### src/rtl/conv_share_arbiter.sv
// Shares one soc/eoc A/D converter among four 4-phase requesters.
// Round-robin grant, one conversion per grant, watchdog abort on a hung converter.
module conv_share_arbiter #(
    parameter int unsigned TIMEOUT = 64
) (
    input  logic       clock,
    input  logic       reset_,
    input  logic [3:0] soc_in,
    output logic [3:0] eoc_out,
    output logic [7:0] x_out,
    output logic       err_out,
    output logic [1:0] grant,
    output logic       busy,
    output logic       soc,
    input  logic       eoc,
    input  logic [7:0] x
);

    typedef enum logic [1:0] {StIdle, StStart, StWait, StDeliver} state_e;

    // Watchdog fires on the edge where the counter shows the last allowed cycle.
    localparam logic [7:0] TimeoutCnt = 8'(TIMEOUT - 1);

    state_e     state_q, state_d;
    logic [3:0] eoc_out_q, eoc_out_d;
    logic [7:0] x_out_q, x_out_d;
    logic       err_out_q, err_out_d;
    logic [1:0] grant_q, grant_d;
    logic       busy_q, busy_d;
    logic       soc_q, soc_d;
    logic [7:0] cnt_q, cnt_d;
    logic [1:0] last_q, last_d;

    logic       pick_valid;
    logic [1:0] pick_idx;
    logic [1:0] cand;
    logic       timeout_hit;
    logic [3:0] grant_oh;

    assign timeout_hit = (cnt_q == TimeoutCnt);
    assign grant_oh    = 4'b0001 << grant_q;

    // Round-robin pick: first requester scanning last+1, last+2, ... mod 4.
    always_comb begin
        pick_valid = 1'b0;
        pick_idx   = last_q;
        cand       = last_q;
        for (int i = 1; i <= 4; i++) begin
            cand = last_q + 2'(i);
            if (!pick_valid && soc_in[cand]) begin
                pick_valid = 1'b1;
                pick_idx   = cand;
            end
        end
    end

    // State and registered outputs.
    always_ff @(posedge clock or negedge reset_) begin
        if (!reset_) begin
            state_q   <= StIdle;
            eoc_out_q <= 4'b0000;
            x_out_q   <= 8'h00;
            err_out_q <= 1'b0;
            grant_q   <= 2'd0;
            busy_q    <= 1'b0;
            soc_q     <= 1'b0;
            cnt_q     <= 8'd0;
            last_q    <= 2'd3;
        end else begin
            state_q   <= state_d;
            eoc_out_q <= eoc_out_d;
            x_out_q   <= x_out_d;
            err_out_q <= err_out_d;
            grant_q   <= grant_d;
            busy_q    <= busy_d;
            soc_q     <= soc_d;
            cnt_q     <= cnt_d;
            last_q    <= last_d;
        end
    end

    // Next-state: normal handshake exit takes priority over the watchdog.
    always_comb begin
        state_d = state_q;
        unique case (state_q)
            StIdle: begin
                // eoc low here means the converter is still busy after an abort.
                if (pick_valid && eoc) state_d = StStart;
            end
            StStart: begin
                if (!eoc)             state_d = StWait;
                else if (timeout_hit) state_d = StDeliver;
            end
            StWait: begin
                if (eoc || timeout_hit) state_d = StDeliver;
            end
            StDeliver: begin
                if (!soc_in[grant_q]) state_d = StIdle;
            end
            default: state_d = StIdle;
        endcase
    end

    // Next values of the registered outputs, counter and round-robin pointer.
    always_comb begin
        eoc_out_d = eoc_out_q;
        x_out_d   = x_out_q;
        err_out_d = err_out_q;
        grant_d   = grant_q;
        busy_d    = busy_q;
        soc_d     = soc_q;
        cnt_d     = cnt_q;
        last_d    = last_q;
        unique case (state_q)
            StIdle: begin
                if (pick_valid && eoc) begin
                    grant_d = pick_idx;
                    soc_d   = 1'b1;
                    busy_d  = 1'b1;
                    cnt_d   = 8'd0;
                end
            end
            StStart: begin
                cnt_d = cnt_q + 8'd1;
                if (!eoc) begin
                    soc_d = 1'b0;
                end else if (timeout_hit) begin
                    soc_d     = 1'b0;
                    x_out_d   = 8'hFF;
                    err_out_d = 1'b1;
                    eoc_out_d = grant_oh;
                end
            end
            StWait: begin
                cnt_d = cnt_q + 8'd1;
                if (eoc) begin
                    x_out_d   = x;
                    err_out_d = 1'b0;
                    eoc_out_d = grant_oh;
                end else if (timeout_hit) begin
                    soc_d     = 1'b0;
                    x_out_d   = 8'hFF;
                    err_out_d = 1'b1;
                    eoc_out_d = grant_oh;
                end
            end
            StDeliver: begin
                // x_out/err_out deliberately held until the next capture.
                if (!soc_in[grant_q]) begin
                    eoc_out_d = 4'b0000;
                    last_d    = grant_q;
                    busy_d    = 1'b0;
                end
            end
            default: ;
        endcase
    end

    assign eoc_out = eoc_out_q;
    assign x_out   = x_out_q;
    assign err_out = err_out_q;
    assign grant   = grant_q;
    assign busy    = busy_q;
    assign soc     = soc_q;

endmodule

### config.mk
export PLATFORM = sky130hd
export DESIGN_NAME = conv_share_arbiter
export DESIGN_NICKNAME = d
export VERILOG_FILES = /design/src/rtl/conv_share_arbiter.sv
export SDC_FILE = /design/constraint.sdc
export NUM_CORES = 1
export LEC_CHECK = 0
export CAP_MARGIN = 10
export CELL_PAD_IN_SITES_DETAIL_PLACEMENT = 0
export CELL_PAD_IN_SITES_GLOBAL_PLACEMENT = 2
export CORE_UTILIZATION = 29
export CTS_CLUSTER_SIZE = 8
export DETAILED_ROUTE_END_ITERATION = 6
export HOLD_SLACK_MARGIN = 0.03
export PLACE_DENSITY = 0.79
export SKIP_LAST_GASP = 1
export SLEW_MARGIN = 20
export SYNTH_ARGS = -nofsm -noshare
export SYNTH_HDL_FRONTEND = slang
export SYNTH_SLANG_ARGS = --single-unit
### constraint.sdc
create_clock -name clock -period 1.6 [get_ports clock]
set_input_delay 0.32 -clock clock [delete_from_list [all_inputs] [get_ports clock]]
set_output_delay 0.32 -clock clock [all_outputs]
set_load 0.01 [all_outputs]
Yosys cells after proc, flatten, opt, wreduce, memory -nomap -nowiden --
Cells that the tools add are included.
Cells by class: equality and inequality tests 10, magnitude comparators 5, reduce and logical (&&, ||, !) cells 23, add/sub/neg operators 4, shift-type cells 1, bitwise logic cells 1, muxes and demuxes 46
Operators by type and width (count):
- 8-bit two-way mux | 4
- 8-bit case mux with 2 select lines | 2
- 2-bit two-way mux | 9
- 1-bit two-way mux | 17
- 4-bit two-way mux | 4
- 2-bit by 3-bit < comparator with 1-bit output (second input constant) | 5
- 4-bit case mux with 3 select lines | 1
- 1-bit binary-select mux with 2-bit select | 5
- 2-bit inequality test (second input constant) | 5
- 3-bit AND reduction | 3
- 8-bit by 1-bit adder with 8-bit output (second input constant) | 1
- 8-bit by 6-bit == test with 1-bit output (second input constant) | 1
- 2-bit case mux with 4 select lines | 1
- 2-bit AND reduction | 4
- 2-bit nonzero test | 3
- 3-bit nonzero test | 2
- 2-bit adder (second input constant) | 2
- 2-bit == test (second input constant) | 2
- 1-bit logical AND | 4
- 1-bit case mux with 2 select lines | 2
- 4-bit AND reduction | 1
- 1-bit by 2-bit left shift with 4-bit output (first input constant) | 1
- 1-bit logical NOT | 3
- 3-bit inequality test (second input constant) | 1
- other kinds (7) | 7
Storage, ports and cells: word-level logic and storage cells 99, input port bits 15, flip-flop bits (word level) 29

Depth between registers and ports, before layout --
Gate-level depths: netlist of run 1.
depth after elaboration 16, gate-level depth with buffers 7

Worst setup path after synthesis of run 1 --
No wires, ideal clock.
path kind register to register, start register state_q[0], end register cnt_q[6], path slack -0.204 ns, required time 1.523 ns, setup time 0.077 ns, cell stages (with the launch flop) 8, arrival 1.727 ns, period minus slack after synthesis 1.804 ns, buffers on the path 1, cells stage by stage dfrtp_1 -> inv_1 -> ha_1 -> inv_1 -> a2bb2oi_2 -> buf_4 -> or4_1 -> a21oi_1
Between the ends: word-level cells in the longest chain between the ends 4
RTL lines:
- start, declared | RTL line 24 | state_e state_q, state_d;
- start signal, assigned | RTL line 60 | state_q <= StIdle;
- start signal, assigned | RTL line 70 | state_q <= state_d;
- 2-bit == test / 2-bit by 1-bit == test with 1-bit output (equally long branches) | RTL line 114 | unique case (state_q)
- 2-bit OR reduction (no line)
- 2-bit nonzero test (no line)
- 2-bit AND reduction (no line)
- end signal, assigned | RTL line 77 | cnt_q <= cnt_d;
- end, declared | RTL line 31 | logic [7:0] cnt_q, cnt_d;
Parallel ways exist; a longest one is shown, timed or not. A chain may end at the register's enable or synchronous reset.

Final worst setup path of run 1 --
start register state_q[1], end register eoc_out_q[3], in the netlist eoc_out[3]
Between the ends: word-level cells in the longest chain between the ends 3
RTL lines:
- 2-bit by 1-bit == test with 1-bit output / 2-bit == test (equally long branches) | RTL line 114
- 2-bit inequality test (no line) / 3-bit nonzero test (equally long branches)
- 3-bit AND reduction (no line)
- end signal, assigned | RTL line 71 | eoc_out_q <= eoc_out_d;
- end, declared | RTL line 25 | logic [3:0] eoc_out_q, eoc_out_d;
Parallel ways exist; a longest one is shown, timed or not.

==> impl_results.md, run 1 <==
- Number of DRC markers in iteration 0: 58
- Finished Layout Cells: 302
- Synthesized cell area: around 1600 µm²
- Compound-Gate Fraction of Synth Area: 0.241
- Placer Congestion: about 0.76
- Crit Path Category: register to register
- Top-count cell post-synth: dfrtp_1
- Cells after DPL: 282
- Crit path DAT: 1.90 ns
- Largest family of logic cells by synthesized area: compound AO/OA/AOI/OAI gates
- Yosys top cell by area: dfrtp_1
- Drt wl/cell: around 15 µm
- First-pass DRT Iterations: 4
- Post-synth EDFFs: 0
- Reg2reg path depth: 7
- Post-Synthesis Cells: 151
- Synth Flop Type: dfrtp_1
- Filler Cells Inserted: 480
- Die Width: 76.1 µm
- Post-Synth XOR/XNOR Area: 0
- Nets: between 200 and 300
- Proportion of synthesized area in mux cells: 0.0542
- Global-route wire length before repair: about 7.4 mm
- Gr usage total: 0.164
- Ant diodes: 0
- Max-Cap Viols: 0
- Final Cycle Share: 1.09
- Slowest stage cell, crit path: dfrtp_1
- Max-slew violations: 0
- Crit path from: state_q[1]
- Synth Area per Inst: 10.6 µm²
- Crit. End Element: register
- Fin util: 0.500
- Post-DP HPWL: 3.32 mm
- Worst Max-Slew Pin Slew: 0.396 ns
- Worst hold path type: input pin to async pin
- CTS tree: done
- Num rows: 26
- P per Cell Area: between 2000 and 2500 nW/µm²
- Fin. Hold Viols: 0
- CTS sink cnt: 29
- Clock transition at the registers of the reported paths: 0.06 ns
- Initial antenna violation count: 0
- FFs w/ async S/R, synth: 1.00
- Worst skew pair latency: ~0.28 ns
- Type of origin of the critical path: register
- Slew HR: 0.735
- Cell-internal power: about 3.4 mW
- RR Startpoint: state_q[1]
- Initial Util: 0.306
- Synth Register Bits: 29
- Top cells by count, synth: dfrtp_1, nand2_1, a21oi_1, inv_1, o22a_1
- Clock Power Share: 0.107
- WL final: ~4.4 mm
- Post-route ant nets: 0
- Status: finished, violations left
- Delay of the slowest critical-path stage: around 0.42 ns
- Total global routing overflow: 0
- Worst setup margin: -0.136 ns
- Switching part of the total: 0.368
- Period minus WS final: between 1.5 and 2 ns
- CTS H-tree depth: 2
- Worst-path maximum fanout: 5
- DIE HEIGHT: roughly 76 µm
- Vias: 1481
- Top-area cell type share of the netlist area: 0.424
- Adder-Cell Fraction of Synth Area: 0.0471
- I/O pins: 32
- Layout cells sized above 1: 0.422
- Crit-path cells: buf_6, buf_6, ha_4, nand2b_4, a31o_4, and3_4, a32o_2
- Maximum vdd drop: 724 µV
- Flop pwr share: 0.258
- WHS: approximately 0.34 ns
- Most frequent CP cell: buf_6
- Setup slack, reg-to-reg: -0.14 ns
- Via-to-Cell Ratio: 4.90
- Max Clk Rate: approximately 0.58 GHz
- Leak: between 1 and 1.5 nW
- CTS buffer count: 5
- Vias in the first global route: ~1.6k
- Synth Warn #: 0
- Synth Area in Simple Gates: 0.163
- Core region area: between 5000 and 6000 µm²
- Die ar.: a little under 6000 µm²
- Root buffer cell: clkbuf_8
- Area of the multi-input gates: approximately 1000 µm²
- Hold_buf cts: 0
- Worst flop-to-flop path endpoint: eoc_out[3]
- Distinct cells, synth: 40
- Largest net degree at the start of global routing: 13
- Unrepaired setup endpoints after global routing: true
- Failing checks: setup timing
- P&R area growth vs syn: 63.3%
- Final setup vio count: 14
- Combinational share of power: 0.634
- PortBufs: 31
- Max Buffers Root-to-Sink: 2
- Sw power: 1.96 mW
- Worst Setup EP: eoc_out[3]
- Drt drc: 0
- Syn Nets: approximately 170
- CP required: around 1.8 ns
- Worst Clk Skew: 0.00956 ns
- Share of the yosys chip area belonging to registers: 0.457
- Storage element area: between 700 and 800 µm²
- Top area cells in the synthesized netlist: dfrtp_1, ha_1, o22a_1
[placed cells by master, fill, tap and decap left out, types with 2 or more instances in the layout]
cell type        Yosys  routed
a21oi_1              9       6
a21oi_2              0       3
a32o_1               6       4
a32o_2               0       2
and2_4               0       5
and3_4               0       2
buf_4                2      35
buf_6                1      10
clkbuf_1             1       2
clkbuf_8             0       5
clkdlybuf4s50_1      0      26
dfrtp_1             27      26
dfstp_2              2       2
dlygate4sd2_1        0       4
ha_4                 0       4
inv_1                8       5
inv_2                0       2
mux2_2               5       5
mux2i_1              3       3
nand2_1             13      13
nand2b_1             3       2
nand3_1              3       3
nor2_1               7       5
nor2_4               0       2
nor2b_1              3       3
o211ai_1             2       2
o21ai_0              6       4
o21ai_2              0       2
o221ai_1             2       2
o22a_1               8       8
o31ai_1              3       3
or3_1                2       2
or4_4                1       4
[layer usage]
layer,track usage,vias to the layer above,part of all wire
li1,-,733,-
met3,0.0395,8,0.028
met5,0,-,0
met1,0.189,715,0.43
met4,0.0865,0,0.029
met2,0.282,25,0.52
[cells by family (layout without fill, tap and decap cells)]
kind of cell               after synthesis  count (layout)
DFF                                     29              29
muxes                                    8               8
and+or+nand+nor                         47              47
AOI/OAI and AO/OA                       49              50
adders and majority gates                6               6
buffers and inverters                   12              92
[through the flow]
step                      cell area, µm²  power (mW)  TNS [ns]  setup WS, ns
after detailed placement            2260        4.05     -8.84        -0.441
after CTS                           2480        4.97    -0.938        -0.131
after global routing                2600        5.72     -1.92        -0.183
after global placement              2260        3.93     -8.12        -0.425
final                               2600        5.33     -1.04        -0.136
after floorplan                     1650        2.87    -0.167       -0.0772
[registers in the layout, summed over array words and instances, names as in the netlist]
| signal | cells |
|---|---|
| last_q | 2 |
| soc | 1 |
| busy | 1 |
| err_out | 1 |
| eoc_out | 4 |
| cnt_q | 8 |
| state_q | 2 |
| grant | 2 |
| x_out | 8 |
[worst min path at each step]
stage | startpoint | end | cells past startpoint
CTS | reset_ | grant[0] | 1
detailed placement | x_out[7] | x_out[7] | 1
finish | reset_ | grant[0] | 1
floorplan | reset_ | busy | 0
global placement | x_out[1] | x_out[1] | 1
global route | reset_ | grant[0] | 1
[final cells by class]
type	instances	share of cell area
timing repair buffer	76	0.262
tap	70	0.0337
clock inverter	1	0.00192
clock buffer	7	0.0293
inverter	8	0.0125
multi-input combinational	111	0.380
sequential	29	0.280
[power by group through the flow]
stage	clock network [mW]	logic, mW	registers (mW)
after floorplan	0	1.42	1.45
after global placement	0	2.58	1.35
after detailed placement	0	2.67	1.37
after CTS	0.587	3.02	1.36
after global routing	0.623	3.68	1.42
final	0.571	3.38	1.38
[repair_timing]
item,in CTS,in global routing
gates resized for setup,26,23
pin swaps,10,29
setup endpoints to repair,30,27
cloned,1,0
hold endpoints to repair,0,0
buffers inserted,5,7
[worst max-delay path, delay by kind of cell (launching register included)]
| family | cells | cell delay [ns] |
|---|---|---|
| compound gates | 2 | 0.47 |
| simple gates | 2 | 0.33 |
| buf+inv | 2 | 0.25 |
| fa+ha+maj | 1 | 0.16 |
| flops | 1 | 0.42 |
(Power assumes the default switching activity.)
==> run 2, diff against run 1 <==
- CORE_ASPECT_RATIO: not set -> 1.25
==> impl_results.md, run 2 (synthesis results as in run 1) <==
- Status: finished, violations left
- Failing checks: setup timing
- Initial antenna violation count: 0
- Sw power: 2.02 mW
- PortBufs: 31
- Delay of the slowest critical-path stage: about 0.42 ns
- Switching part of the total: 0.364
- Final Cycle Share: 1.09
- Design area: about 2600 µm²
- Type of origin of the critical path: register
- Max Clk Rate: approximately 0.57 GHz
- Layout cells sized above 1: 0.403
- CTS sink cnt: 29
- Drt drc: 0
- Via-to-Cell Ratio: between 5 and 6
- P&R area growth vs syn: 63.8%
- Die ar.: slightly below 6000 µm²
- Nets: between 200 and 250
- Fin. Hold Viols: 0
- CTS tree: done
- Initial Util: 0.307
- DIE HEIGHT: around 85 µm
- Crit Path Category: register to register
- Setup TNS: -0.739 ns
- Worst-path maximum fanout: 6
- Worst Clk Skew: a little over 0.004 ns
- Core region area: 5190 µm²
- Num rows: 29
- Worst Max-Slew Pin Slew: around 0.29 ns
- First-pass DRT Iterations: 4
- Gr usage total: 0.176
- Placed cell area: roughly 2200 µm²
- Die Width: ~70 µm
- Root buffer cell: clkbuf_8
- Clock Power Share: 0.142
- Unrepaired setup endpoints after global routing: true
- Clock transition at the registers of the reported paths: about 0.06 ns
- Max-Cap Viols: 0
- Worst setup margin: -0.141 ns
- WL final: 4.72 mm
- Leak: between 1 and 1.5 nW
- Slew HR: 0.805
- Vias in the first global route: 1649
- Max-slew violations: 0
- WHS: 0.390 ns
- CTS buffer count: 5
- Maximum vdd drop: about 690 µV
- Crit path DAT: 1.91 ns
- Max Buffers Root-to-Sink: 2
- P per Cell Area: ~2100 nW/µm²
- Commonest non-fill, non-tap cell in the layout: buf_4
- Worst skew pair latency: ~0.28 ns
- Largest net degree at the start of global routing: 30
- Flop pwr share: 0.251
- Drt wl/cell: ~16 µm
- Post-route ant nets: 0
- Filler Cells Inserted: 470
- Period minus WS final: 1.74 ns
- Combinational share of power: 0.607
- Post-DP HPWL: about 3.3 mm
- Vias: 1519
- Ant diodes: 0
- Placer Congestion: roughly 0.74
- Number of DRC markers in iteration 0: 41
- Global-route wire length before repair: roughly 7.4 mm
- CP required: ~1.8 ns
- I/O pins: 32
- Cell-internal power: about 3.5 mW
- Most frequent cells in the layout: buf_4, dfrtp_1, clkdlybuf4s50_1
- CTS H-tree depth: 2
- Final setup vio count: 12
- Crit. End Element: register
- Total global routing overflow: 0
- Fin util: 0.503
- Crit-path cells: buf_6, ha_4, and2_4, a22oi_2, o211ai_1, buf_4, a32o_1
- Pwr Total: 5.56 mW
- Worst hold path type: input pin to async pin
- Slowest stage cell, crit path: dfrtp_1
run 2: critical path: cells and delay by family (launching register included):
family | cells | cell delay (ns)
DFF | 1 | 0.42
AOI/OAI and AO/OA | 3 | 0.58
adders and majority gates | 1 | 0.17
buffers and inverters | 2 | 0.32
and+or+nand+nor | 1 | 0.13
run 2: power groups by stage:
stage          Clock (mW)  Sequential (mW)  Combinational, mW
2_1_floorplan           0             1.45               1.42
4_1_cts             0.813             1.39               3.16
5_1_grt             0.847             1.44               3.64
3_5_place_dp            0             1.39               2.71
3_3_place_gp            0             1.36               2.61
6_report            0.790             1.39               3.38
run 2: metrics by stage:
step	std cells	setup slack (ns)
4_1_cts	283	-0.0711
3_5_place_dp	268	-0.540
5_1_grt	288	-0.190
6_report	288	-0.141
3_3_place_gp	268	-0.497
2_1_floorplan	151	-0.0772
run 2: cell type report:
cell class                      instances  area, µm²  share of cell area
Clock buffer                            6       82.6              0.0316
Clock inverter                          2       37.5              0.0144
Inverter                                8       32.5              0.0125
Multi-Input combinational cell        112       1000               0.384
Sequential cell                        29        731               0.280
Tap cell                               62       77.6              0.0297
Timing Repair Buffer                   69        647               0.248
run 2: worst paths after layout:
kind	from	to	slack, ns	depth (start not counted)
max reg2reg	state_q[1]	eoc_out[1]	-0.14	7
max	state_q[1]	eoc_out[1]	-0.14	7
min reg2reg	eoc_out[0]	eoc_out[0]	0.50	1
min in group clock	eoc_out[0]	eoc_out[0]	0.50	1
max in group asynchronous	reset_	last_q[0]	0.97	2
min	reset_	eoc_out[0]	0.39	2
run 2: layer usage:
layer,GRT usage,up-vias,wire [µm]
met5,0,-,0
met4,0.0928,0,184
met3,0.0376,16,146
met2,0.335,40,2740
met1,0.165,742,1640
li1,-,721,-
run 2: repair_timing:
action | 4_1_cts | 5_1_grt
setup buffers | 6 | 5
pin swaps | 12 | 25
resized for setup | 27 | 18
endpoints found under the setup margin | 28 | 22
hold buffers | 0 | 0
cloned | 2 | 0
